`src/rtl/des_block_sequencer_if.sv`:
```
// rtl/des_block_sequencer_if.sv - RAM and DES-core bus between the block sequencer and its memories/core
interface des_block_sequencer_if #(
  parameter int ADDR_W = 9
) ();
  logic [ADDR_W-1:0] ram_i_addr;
  logic [31:0]       ram_i_dout;
  logic [ADDR_W-1:0] ram_o_addr;
  logic [31:0]       ram_o_din;
  logic              ram_o_write;
  logic [63:0]       des_in;
  logic              des_decrypt;
  logic [3:0]        des_round_sel;
  logic [63:0]       des_out;

  modport master (
    output ram_i_addr, ram_o_addr, ram_o_din, ram_o_write,
    output des_in, des_decrypt, des_round_sel,
    input  ram_i_dout, des_out
  );

  modport slave (
    input  ram_i_addr, ram_o_addr, ram_o_din, ram_o_write,
    input  des_in, des_decrypt, des_round_sel,
    output ram_i_dout, des_out
  );
endinterface

```
`src/rtl/des_block_sequencer.sv`:
```
// rtl/des_block_sequencer.sv - ECB/CBC sequencer feeding 64-bit blocks from RAM through an iterative DES core
module des_block_sequencer #(
  parameter int ADDR_W = 9
) (
  input  logic                  clk1,
  input  logic                  reset_n,
  input  logic                  start,
  input  logic                  decrypt,
  input  logic                  cbc_en,
  input  logic [63:0]           iv,
  input  logic [ADDR_W-1:0]     block_count,
  output logic                  busy,
  output logic                  done,
  output logic [ADDR_W-1:0]     blocks_done,
  des_block_sequencer_if.master bus
);
  localparam logic [ADDR_W-1:0] MAX_BLOCKS = {1'b1, {(ADDR_W-1){1'b0}}};

  typedef enum logic [3:0] {
    S_IDLE, S_LOAD0, S_LOAD1, S_LOAD2, S_ROUND, S_SAVE0, S_SAVE1, S_NEXT, S_DONE
  } state_t;

  state_t            state_q;
  logic              dec_q, cbc_q, busy_q, done_q, ram_o_write_q;
  logic [63:0]       chain_q, blk_q, res_q, des_in_q;
  logic [31:0]       lo_q, ram_o_din_q;
  logic [ADDR_W-1:0] n_q, k_q, blocks_done_q, ram_i_addr_q, ram_o_addr_q;
  logic [3:0]        round_q;

  logic [ADDR_W-1:0] n_d, k_d, addr_lo, addr_hi, addr_next;
  logic [63:0]       blk_d, res_d;

  always_comb begin
    n_d       = (block_count > MAX_BLOCKS) ? MAX_BLOCKS : block_count;
    k_d       = k_q + 1'b1;
    addr_lo   = {k_q[ADDR_W-2:0], 1'b0};
    addr_hi   = {k_q[ADDR_W-2:0], 1'b1};
    addr_next = {k_d[ADDR_W-2:0], 1'b0};
    blk_d     = {bus.ram_i_dout, lo_q};
    res_d     = (dec_q && cbc_q) ? (bus.des_out ^ chain_q) : bus.des_out;
  end

  // Outputs are registered one state early so each state presents its own address/data.
  always_ff @(posedge clk1) begin
    if (!reset_n) begin
      state_q       <= S_IDLE;
      dec_q         <= 1'b0;
      cbc_q         <= 1'b0;
      busy_q        <= 1'b0;
      done_q        <= 1'b0;
      ram_o_write_q <= 1'b0;
      chain_q       <= '0;
      blk_q         <= '0;
      res_q         <= '0;
      des_in_q      <= '0;
      lo_q          <= '0;
      ram_o_din_q   <= '0;
      n_q           <= '0;
      k_q           <= '0;
      blocks_done_q <= '0;
      ram_i_addr_q  <= '0;
      ram_o_addr_q  <= '0;
      round_q       <= '0;
    end else begin
      done_q        <= 1'b0;
      ram_o_write_q <= 1'b0;
      case (state_q)
        S_IDLE: if (start) begin
          dec_q         <= decrypt;
          cbc_q         <= cbc_en;
          chain_q       <= iv;
          n_q           <= n_d;
          k_q           <= '0;
          blocks_done_q <= '0;
          busy_q        <= 1'b1;
          ram_i_addr_q  <= '0;
          state_q       <= (n_d == '0) ? S_DONE : S_LOAD0;
        end
        S_LOAD0: begin
          ram_i_addr_q <= addr_hi;
          state_q      <= S_LOAD1;
        end
        S_LOAD1: begin
          lo_q    <= bus.ram_i_dout;
          state_q <= S_LOAD2;
        end
        S_LOAD2: begin
          blk_q    <= blk_d;
          des_in_q <= (cbc_q && !dec_q) ? (blk_d ^ chain_q) : blk_d;
          round_q  <= '0;
          state_q  <= S_ROUND;
        end
        S_ROUND: if (round_q == 4'd15) begin
          res_q         <= res_d;
          round_q       <= '0;
          ram_o_addr_q  <= addr_lo;
          ram_o_din_q   <= res_d[31:0];
          ram_o_write_q <= 1'b1;
          state_q       <= S_SAVE0;
        end else begin
          round_q <= round_q + 4'd1;
        end
        S_SAVE0: begin
          ram_o_addr_q  <= addr_hi;
          ram_o_din_q   <= res_q[63:32];
          ram_o_write_q <= 1'b1;
          state_q       <= S_SAVE1;
        end
        S_SAVE1: state_q <= S_NEXT;
        S_NEXT: begin
          chain_q       <= dec_q ? blk_q : res_q;
          blocks_done_q <= blocks_done_q + 1'b1;
          if (k_d == n_q) begin
            state_q <= S_DONE;
          end else begin
            k_q          <= k_d;
            ram_i_addr_q <= addr_next;
            state_q      <= S_LOAD0;
          end
        end
        S_DONE: begin
          done_q  <= 1'b1;
          busy_q  <= 1'b0;
          state_q <= S_IDLE;
        end
        default: state_q <= S_IDLE;
      endcase
    end
  end

  assign busy              = busy_q;
  assign done              = done_q;
  assign blocks_done       = blocks_done_q;
  assign bus.ram_i_addr    = ram_i_addr_q;
  assign bus.ram_o_addr    = ram_o_addr_q;
  assign bus.ram_o_din     = ram_o_din_q;
  assign bus.ram_o_write   = ram_o_write_q;
  assign bus.des_in        = des_in_q;
  assign bus.des_decrypt   = dec_q;
  assign bus.des_round_sel = round_q;
endmodule

```
`src/flat_wrapper.sv`:
```
// flat-port wrapper written by rule: the top's interface ports become plain ports
module des_block_sequencer_flat 
#(
  parameter int ADDR_W = 9
)
  (clk1, reset_n, start, decrypt, cbc_en, iv, block_count, busy, done, blocks_done, bus_ram_i_addr, bus_ram_o_addr, bus_ram_o_din, bus_ram_o_write, bus_des_in, bus_des_decrypt, bus_des_round_sel, bus_ram_i_dout, bus_des_out);
  des_block_sequencer_if #(.ADDR_W(ADDR_W)) bus_i ();
  input  logic clk1;
  input  logic reset_n;
  input  logic start;
  input  logic decrypt;
  input  logic cbc_en;
  input  logic [63:0] iv;
  input  logic [ADDR_W-1:0] block_count;
  output logic busy;
  output logic done;
  output logic [ADDR_W-1:0] blocks_done;
  output wire logic [$bits(bus_i.ram_i_addr)-1:0] bus_ram_i_addr;
  output wire logic [$bits(bus_i.ram_o_addr)-1:0] bus_ram_o_addr;
  output wire logic [$bits(bus_i.ram_o_din)-1:0] bus_ram_o_din;
  output wire logic [$bits(bus_i.ram_o_write)-1:0] bus_ram_o_write;
  output wire logic [$bits(bus_i.des_in)-1:0] bus_des_in;
  output wire logic [$bits(bus_i.des_decrypt)-1:0] bus_des_decrypt;
  output wire logic [$bits(bus_i.des_round_sel)-1:0] bus_des_round_sel;
  input wire logic [$bits(bus_i.ram_i_dout)-1:0] bus_ram_i_dout;
  input wire logic [$bits(bus_i.des_out)-1:0] bus_des_out;
  assign bus_ram_i_addr = bus_i.ram_i_addr;
  assign bus_ram_o_addr = bus_i.ram_o_addr;
  assign bus_ram_o_din = bus_i.ram_o_din;
  assign bus_ram_o_write = bus_i.ram_o_write;
  assign bus_des_in = bus_i.des_in;
  assign bus_des_decrypt = bus_i.des_decrypt;
  assign bus_des_round_sel = bus_i.des_round_sel;
  assign bus_i.ram_i_dout = bus_ram_i_dout;
  assign bus_i.des_out = bus_des_out;
  des_block_sequencer #(.ADDR_W(ADDR_W)) u_core (.clk1(clk1), .reset_n(reset_n), .start(start), .decrypt(decrypt), .cbc_en(cbc_en), .iv(iv), .block_count(block_count), .busy(busy), .done(done), .blocks_done(blocks_done), .bus(bus_i));
endmodule
```
`config.mk`:
```
export PLATFORM = sky130hd
export DESIGN_NAME = des_block_sequencer_flat
export DESIGN_NICKNAME = d
export VERILOG_FILES = /design/src/rtl/des_block_sequencer_if.sv /design/src/rtl/des_block_sequencer.sv /design/src/flat_wrapper.sv
export SDC_FILE = /design/constraint.sdc
export NUM_CORES = 1
export LEC_CHECK = 0
export ABC_AREA = 1
export CORE_MARGIN = 2
export CORE_UTILIZATION = 53
export DETAILED_ROUTE_END_ITERATION = 10
export PLACE_DENSITY = 0.79
export SLEW_MARGIN = 20
export SYNTH_ARGS = -nofsm -noshare
export SYNTH_HDL_FRONTEND = slang
export SYNTH_SLANG_ARGS = --single-unit
```
`constraint.sdc`:
```
create_clock -name clk1 -period 2.1 [get_ports clk1]
set_input_delay 0.315 -clock clk1 [delete_from_list [all_inputs] [get_ports clk1]]
set_output_delay 0.315 -clock clk1 [all_outputs]
set_load 0.02 [all_outputs]
```
; ---- Word level (Yosys, flattened, before mapping)
; Index checks and enable logic that the tools add are counted.
[classes]
muxes = 28
order_cmp = 1
bitwise_logic = 2
reduce_logical = 18
eq_ne = 13
n_addsub = 3
[ops]
columns = cell, n
row1 = 2-to-1 mux 64 bit, 4
row2 = case mux 64 bit (2 select lines), 1
row3 = bitwise XOR 64 bit, 2
row4 = case mux 32 bit (2 select lines), 1
row5 = case mux 9 bit (2 select lines), 3
row6 = 2-to-1 mux 9 bit, 5
row7 = 2-to-1 mux 32 bit, 1
row8 = case mux 4 bit (8 select lines), 1
row9 = case mux 9 bit (3 select lines), 1
row10 = 2-to-1 mux 4 bit, 5
row11 = "adder 9 x 1 -> 9 bit, second input constant", 2
row12 = "equality test 4 x 3 -> 1 bit, second input constant", 4
row13 = AND reduction 2 bit, 6
row14 = equality test 9 bit, 1
row15 = "> comparator 9 bit, second input constant", 1
row16 = logical NOT 9 bit, 1
row17 = "equality test 4 x 2 -> 1 bit, second input constant", 2
row18 = "equality test 4 bit, second input constant", 2
row19 = case mux 4 bit (2 select lines), 1
row20 = nonzero test 2 bit, 4
row21 = AND reduction 3 bit, 2
row22 = "adder 4 x 1 -> 4 bit, second input constant", 1
row23 = "equality test 4 x 1 -> 1 bit, second input constant", 1
row24 = logical NOT 4 bit, 1
row25 = other kinds (7), 12
[totals]
in_bits = 174
ff_bits = 378
output_inout_bits = 131
elab_cells = 83

; ---- Longest topological paths before layout
; Gate-level depths: netlist of run 1.
[logic_depth]
depth_word = 6
ltp_mapped = 16
ltp_nobuf = 16

; ---- Worst setup path after synthesis of run 1
; Ideal clock, no wire load.
[synth_timing]
path_type = flip-flop to flip-flop
from = reg u_core.k_q[0]
to = reg u_core.ram_i_addr_q[0] (netlist: u_core.bus.ram_i_addr[0])
setup_ps = 70
n_path_buf = 0
t_required_ps = 2030
arrival_time_ps = 1803
synth_period_minus_slack_ps = 1873
slack_ps = 227
path_stages_with_launch = 17
path_cell_list = dfxtp_1 ha_1 nand2_1 inv_1 nor2_1 inv_1 nand2_1 nand2_1 nor2_1 nand2_1 nor2_2 nand2_2 nand2_4 nand2_8 nand2_8 nand2_2 a21oi_2
[synth_between]
elab_chain_len = 4
[synth_lines]
columns = item, line
row1 = from (decl), des_block_sequencer.sv:27  ; logic [ADDR_W-1:0] n_q, k_q, blocks_done_q, ram_i_addr_q, ram_o_addr_q;
row2 = from (signal assigned), des_block_sequencer.sv:116  ; k_q <= k_d;
row3 = adder 9 x 1 -> 9 bit, des_block_sequencer.sv:35  ; k_d = k_q + 1'b1;
row4 = equality test 9 bit, des_block_sequencer.sv:113  ; if (k_d == n_q) begin
row5 = inequality test 2 bit (no source line), -
row6 = AND reduction 3 bit (no source line), -
row7 = to (signal assigned), des_block_sequencer.sv:80  ; ram_i_addr_q <= addr_hi;
row8 = to (signal assigned), des_block_sequencer.sv:117  ; ram_i_addr_q <= addr_next;
row9 = to (decl), des_block_sequencer.sv:27
; Every way passes these cells.
; A chain may end at the register's enable or synchronous reset.

; ---- Worst setup path after layout of run 1
[layout_timing]
from = reg u_core.dec_q (netlist: u_core.bus.des_decrypt)
to = out bus_des_decrypt
[layout_rtl]
columns = item, line
row1 = from (decl), des_block_sequencer.sv:24  ; logic dec_q, cbc_q, busy_q, done_q, ram_o_write_q;
row2 = from (signal assigned), des_block_sequencer.sv:69  ; dec_q <= decrypt;
row3 = to (decl), flat_wrapper.sv:23  ; output wire logic [$bits(bus_i.des_decrypt)-1:0] bus_des_decrypt;
; No word-level cell between the ends.

==> results by group, run 1 <==
Placed design
  – DP Wirelength: 34200 um
  – Final GP Congestion: 0.870
  – PortBufs: 304
  – Placed cells: 2811

Synth
  – Post-Syn Area: around 0.016 mm2
  – Syn_nets: 2385
  – Avg Cell Area, Syn: 7.44 um2
  – Largest cells by area after synthesis: dfxtp_1, nand2_1, o21ai_0
  – Yosys reg bits: 378
  – Top cell type by total area after synthesis: dfxtp_1
  – EDFF count, synth: 0
  – Ys async rst share: 0%
  – Synth top area share: roughly 46%
  – Most common cell in the netlist: nand2_1
  – Netlist cell types: 39
  – YS warnings: 0
  – Post-synth top cells: nand2_1, dfxtp_1, nor2_1
  – Register area share after synthesis: between 40% and 50%
  – Post-synthesis instance total: about 2200
  – Top FF cell, synth: dfxtp_1

Job
  – Max_cap viols: 0

CTS
  – Clock slew at reported path FFs: around 0.060 ns
  – Clock Sinks: 378
  – CTS buffer count: 40
  – Htree depth: 2
  – Clock root buffer: clkbuf_16
  – Clock tree buffer depth: 3
  – CTS tree: done
  – # Post-CTS Setup Buffers: 0
  – Latest clock arrival within the worst-skew pair: 0.53 ns
  – CTS Hold Bufs: 0

Timing
  – Worst slew pin tran: 0.807 ns
  – Crit share post-route: 95.7%
  – Clock Skew: roughly 0.015 ns
  – Worst hold slack: around 0.17 ns
  – Final TNS setup: 0 ns
  – Final setup viols: 0
  – Final Hold Viols: 0
  – Final Max Slew Viols: 0
  – Max_slew headroom: 46.1%
  – FMAX: 0.498 GHz
  – Final min period: 2.01 ns

Finish
  – Nets@finish: 2634
  – Fin cells: 2889
  – Layout cells sized above 1: 7.60%
  – Synth-to-layout area growth: 30.5%

Global routing
  – GRT overflow: 0
  – Antenna violations before repair: 8
  – First-pass GRT wire length: ~84000 um
  – Largest net degree at the start of global routing: 125
  – Vias in the first global route: 16000
  – Gr usage total: 31.6%

Worst setup path
  – Worst-case reg-to-reg path depth: 7
  – Crit path buffers/inverters: 1
  – Reg2reg start: u_core.state_q[0]$_SDFFE_PN0P_
  – Setup CP Type: reg -> out
  – Crit. Startpoint: u_core.bus.des_decrypt$_SDFFE_PN0P_
  – Reg2reg end: u_core.chain_q[26]$_SDFFE_PN0P_
  – Crit path required time: between 1.5 and 2 ns
  – Crit path to: bus_des_decrypt
  – CP startpoint kind: register
  – Critical path cell sequence: clkdlybuf4s50_1
  – Data arrival time of the worst path: 1.69 ns
  – CP endpoint kind: output port
  – R2r setup slk: 0.16 ns
  – Crit Path Max Fanout: 16
  – CP max stage delay: ~0.67 ns
  – Top delay family on crit path: buffers and inverters
  – Critical path's slowest cell: clkdlybuf4s50_1
  – CP Depth: 1

Floorplan
  – Floorplan core area: 0.0306 mm2
  – Placement Rows: 64
  – Die Width: around 180 um
  – DIE AREA: around 0.032 mm2
  – Die Height: around 180 um
  – Initial Util: 53.7%
  – # IOs: 305

Power and ir drop
  – Sw frac: 31.7%
  – Pint: between 10000 and 15000 uW
  – Sequential power share: 41.7%
  – Max rail drop VDD: between 0.6 and 0.7 mV
  – Switching power: 6720 uW
  – PwrDens: 989 mW/mm2
  – Pleak: approximately 0.0078 uW
  – Clock power share: 34.6%
  – Part of the power in combinational logic: 23.6%

Outcome
  – Outcome: completed

Detailed routing
  – Via Count: about 16000
  – Avg WL per Cell: 18.4 um
  – DRC errors left: 0
  – Initial DRC count: 1547
  – Routed wire length: 53200 um
  – Vias per cell: ~5.7
  – ANT nets after route: 0
  – First drt pass iteration count: 5

Hold path
  – Worst Hold Class: in -> reg
-- cell families after synthesis --
| group | Yosys count | share of synthesized area [%] |
|---|---|---|
| compound gates | 687 | 23.0 |
| xor+xnor | 96 | 5.12 |
| fa+ha+maj | 3 | 0.229 |
| buf+inv | 239 | 5.81 |
| flops | 378 | 46.1 |
| simple gates | 805 | 19.8 |
-- through the flow --
| step | util (%) | total power [uW] | cell area [um2] | worst slack [ns] |
|---|---|---|---|---|
| 2_1_floorplan | - | 11700 | 16400 | 0.227 |
| 3_3_place_gp | 65.4 | 13700 | 20000 | 0.181 |
| 3_5_place_dp | 65.4 | 13800 | 20000 | 0.139 |
| 4_1_cts | 69.9 | 21100 | 21400 | 0.0766 |
| 5_1_grt | 70.1 | 22100 | 21400 | -0.00397 |
| 6_report | 70.1 | 21200 | 21400 | 0.0908 |
-- area by class of cell --
cell class	count	area [um2]
fill	2485	9160
timing repair buffer	363	3700
clock buffer	61	1240
tap	396	495
inverter	83	323
sequential	378	7570
antenna	7	17.5
multi-input combinational	1591	7940
clock inverter	10	143
-- how the worst min path moves through the flow --
stage | start | end | slack (ns) | cells past startpoint
2_1_floorplan | u_core.n_q[8]$_SDFFE_PN0P_ | u_core.n_q[8]$_SDFFE_PN0P_ | 0.44 | 2
3_3_place_gp | u_core.res_q[3]$_SDFFE_PN0P_ | u_core.res_q[3]$_SDFFE_PN0P_ | 0.45 | 2
3_5_place_dp | u_core.res_q[26]$_SDFFE_PN0P_ | u_core.res_q[26]$_SDFFE_PN0P_ | 0.46 | 2
4_1_cts | reset_n | u_core.blocks_done[8]$_SDFFE_PN0P_ | 0.14 | 3
5_1_grt | reset_n | u_core.bus.des_in[24]$_SDFFE_PN0P_ | 0.17 | 3
6_report | reset_n | u_core.blocks_done[8]$_SDFFE_PN0P_ | 0.17 | 3
-- state kept, by name, indices dropped and copies added (netlist names) --
name and flops:
u_core.busy 1, u_core.res_q 64, u_core.bus.ram_o_din 32, u_core.done 1, u_core.state_q 4, u_core.bus.ram_o_addr 9, u_core.blocks_done 9, u_core.bus.ram_i_addr 9
u_core.n_q 9, u_core.chain_q 64, u_core.blk_q 64, u_core.bus.ram_o_write 1, u_core.lo_q 32, u_core.k_q 9, u_core.bus.des_decrypt 1, u_core.cbc_q 1
u_core.bus.des_in 64, u_core.bus.des_round_sel 4
-- cell usage in the layout (no fill, tap or decap), types with 2 or more instances in the layout --
cell type        Yosys  routed
a211oi_1            83      83
a21o_1               8       8
a21oi_1            252     252
a21oi_2              9       9
a31oi_1             34      34
buf_12               0      17
buf_4                1      42
bufinv_16            0       3
clkbuf_1           119       7
clkbuf_16            0      42
clkbuf_8             0      12
clkdlybuf4s50_1      0     303
clkinv_2             1       5
dfxtp_1            378     376
diode_2              0       7
ha_1                 3       2
inv_1               71      67
inv_2               10      11
inv_4                0       2
inv_6                0       2
nand2_1            418     416
nand2_2             14      16
nand2_8              2       3
nand3_1             51      51
nand3b_1             2       2
nand4_1              4       4
nor2_1             293     290
nor2_2               6       7
nor2_4               5       7
nor3_1               3       2
nor4_1               3       3
o211ai_1             4       4
o21ai_0            291     288
o21ai_1              1       4
o22ai_1              2       2
xor2_1              95      95
-- power groups by stage --
| stage | sequential [uW] | combinational [uW] | clock (uW) |
|---|---|---|---|
| 2_1_floorplan | 9010 | 2690 | 0 |
| 3_3_place_gp | 8920 | 4790 | 0 |
| 3_5_place_dp | 8950 | 4890 | 0 |
| 4_1_cts | 8810 | 4930 | 7400 |
| 5_1_grt | 8960 | 5420 | 7690 |
| 6_report | 8840 | 5010 | 7340 |
-- metal layers --
metal | vias up | share of wire, % | track usage [%]
li1 | 7866 | - | -
met1 | 7655 | 42 | 41.5
met2 | 811 | 45 | 51.0
met3 | 145 | 8.8 | 5.96
met4 | 2 | 3.9 | 13.6
met5 | - | 0.024 | 0
-- timing repair --
| item | CTS | global route |
|---|---|---|
| endpoints found under the hold margin | 0 | 0 |
| gates resized for setup | 0 | 10 |
| setup endpoints to repair | 0 | 19 |
Power figures use the tool's default switching activity.
==> run 2, diff against run 1 <==
Settings changed: CORE_UTILIZATION 53 to 30, PLACE_DENSITY 0.79 to 0.49.
==> run 2 against run 1 <==
Against the previous run:
- clock skew shrank 0.0028 ns
- non-clock buffer count grew 8
- largest power group unchanged
- critical endpoint is now bus_des_in[21]
- global-route usage shrank 10 points
- clock power grew 7.4%
==> results by group, run 2 (synthesis gave the netlist of run 1 again) <==
Hold path
  – Worst hold start: reset_n (unchanged)
  – Worst Hold Class: in -> reg (unchanged)

Worst setup path
  – Data arrival time of the worst path: 1.66 ns (was 1.69 ns)
  – Top delay family on crit path: buffers and inverters (unchanged)
  – Crit path buffers/inverters: 1 (unchanged)
  – Crit. Startpoint: u_core.bus.des_in[21]$_SDFFE_PN0P_ (was u_core.bus.des_decrypt$_SDFFE_PN0P_)
  – CP startpoint kind: register (unchanged)
  – Setup CP Type: reg -> out (unchanged)
  – CP max stage delay: 0.65 ns (was 0.67 ns)
  – CP endpoint kind: output port (unchanged)
  – Critical path's slowest cell: clkdlybuf4s50_1 (unchanged)
  – Crit path required time: 1.78 ns (about the same)
  – Crit Path Max Fanout: 2 (was 16)
  – Reg2reg start: u_core.k_q[3]$_SDFFE_PN0P_ (was u_core.state_q[0]$_SDFFE_PN0P_)
  – Critical path cell sequence: clkdlybuf4s50_1 (unchanged)

Detailed routing
  – Routed wire length: 61700 um (was 53200 um)
  – DRC errors left: 0 (unchanged)
  – First drt pass iteration count: 5 (unchanged)
  – Avg WL per Cell: 19.3 um (was 18.4 um)
  – Initial DRC count: 1208 (was 1547)
  – Via Count: 15900 (was 16500)
  – ANT nets after route: 0 (unchanged)
  – Vias per cell: 4.97 (was 5.70)

Finish
  – Register Area: 0.00757 mm2 (about the same)
  – Layout cells sized above 1: 8.39% (was 7.60%)
  – Final Core Density: 40.9% (was 70.1%)
  – Synth-to-layout area growth: 34.5% (was 30.5%)
  – Most common cell after layout, fill and taps aside: nand2_1 (unchanged)
  – Nets@finish: 2648 (was 2634)
  – Area occupied by multi-input gates: 0.00798 mm2 (was 0.00794 mm2)
  – Most frequent cells in the layout: nand2_1, dfxtp_1, clkdlybuf4s50_1 (unchanged)
  – Antenna Cells: 0 (was 7)
  – Fillers: 5501 (was 2485)

Floorplan
  – # IOs: 305 (unchanged)
  – Die Width: 238 um (was 180 um)
  – DIE AREA: 0.0566 mm2 (was 0.0324 mm2)
  – Placement Rows: 85 (was 64)
  – Floorplan core area: 0.0540 mm2 (was 0.0306 mm2)
  – Die Height: 238 um (was 180 um)
  – Initial Util: 30.4% (was 53.7%)

CTS
  – CTS tree: done (unchanged)
  – CTS Hold Bufs: 0 (unchanged)
  – CTS buffer count: 45 (was 40)
  – Latest clock arrival within the worst-skew pair: 0.57 ns (was 0.53 ns)
  – Clock slew at reported path FFs: 0.06 ns (about the same)
  – Htree depth: 2 (unchanged)
  – Clock root buffer: clkbuf_16 (unchanged)
  – Clock tree buffer depth: 3 (unchanged)
  – Clock Sinks: 378 (unchanged)

Outcome
  – Outcome: completed (unchanged)

Power and ir drop
  – Max rail drop VDD: 0.609 mV (was 0.684 mV)
  – Pleak: 0.00800 uW (was 0.00785 uW)
  – PwrDens: 993 mW/mm2 (was 989 mW/mm2)
  – Final total power: 21900 uW (was 21200 uW)

Global routing
  – Antenna violations before repair: 3 (was 8)
  – Largest net degree at the start of global routing: 125 (unchanged)
  – Vias in the first global route: 15500 (was 16000)
  – GRT overflow: 0 (unchanged)
  – Gr usage total: 21.1% (was 31.6%)
  – First-pass GRT wire length: 93200 um (was 84200 um)

Timing
  – Worst hold slack: 0.194 ns (was 0.174 ns)
  – FMAX: 0.507 GHz (was 0.498 GHz)
  – Crit share post-route: 93.9% (was 95.7%)
  – Final Max Slew Viols: 0 (unchanged)
  – Final min period: 1.97 ns (was 2.01 ns)
  – Max_slew headroom: 56.3% (was 46.1%)
  – Final setup viols: 0 (unchanged)
  – Clock Skew: 0.0122 ns (was 0.0150 ns)
  – Final TNS setup: 0 ns (unchanged)
  – Final Hold Viols: 0 (unchanged)
  – RSZ-0062 raised after global routing: false
  – Worst slew pin tran: 0.653 ns (was 0.807 ns)

Job
  – Max_cap viols: 0 (unchanged)

Placed design
  – PortBufs: 304 (unchanged)
  – Final GP Congestion: 0.862 (was 0.870)
  – DP Wirelength: 40200 um (was 34200 um)
## run 2: repair_timing
action | CTS | global route
buffers inserted | 0 | 1
setup endpoints to repair | 0 | 18
endpoints found under the hold margin | 0 | 0
gates resized for setup | 0 | 13
## run 2: final timing paths
kind | endpoint | slack, ns | cells after the start
worst min register to register | u_core.res_q[10]$_SDFFE_PN0P_ | 0.46 | 2
worst max-delay path | bus_des_in[21] | 0.13 | 1
worst max register to register | u_core.bus.ram_i_addr[5]$_SDFFE_PN0P_ | 0.14 | 13
worst min-delay path | u_core.res_q[27]$_SDFFE_PN0P_ | 0.19 | 3
## run 2: routing by layer
layer / GRT usage [%] / up-vias / part of all wire, %
met5: 0 / - / 0.049
met3: 3.20 / 76 / 4.9
met4: 5.08 / 4 / 1.7
met1: 28.6 / 7511 / 46
li1: - / 7912 / -
met2: 35.5 / 398 / 47
## run 2: metrics by stage
stage | worst slack [ns] | area (um2) | std cells
floorplan | 0.227 | 16400 | 2208
global placement | 0.139 | 20500 | 3118
detailed placement | 0.129 | 20500 | 3118
CTS | 0.0868 | 22000 | 3198
global route | 0.00431 | 22100 | 3200
finish | 0.127 | 22100 | 3200
## run 2: worst reg2reg max path, delay by kind of cell, from the launching register on
kind                   cells  cell delay [ns]
AO/OA/AOI/OAI              1             0.10
buffers and inverters      1             0.13
flip-flops                 1             0.50
AND/OR/NAND/NOR           11             1.15
## run 2: layout make-up
cell class,instances,share of cell area [%]
Clock buffer,70,6.35
Clock inverter,10,0.397
Inverter,83,1.48
Multi-Input combinational cell,1592,36.1
Sequential cell,378,34.3
Tap cell,696,3.94
Timing Repair Buffer,371,17.4
## run 2: power by group
part	internal (uW)	switching [uW]
combinational	1920	3280
clock	4700	3190
sequential	8140	699
total	14800	7170
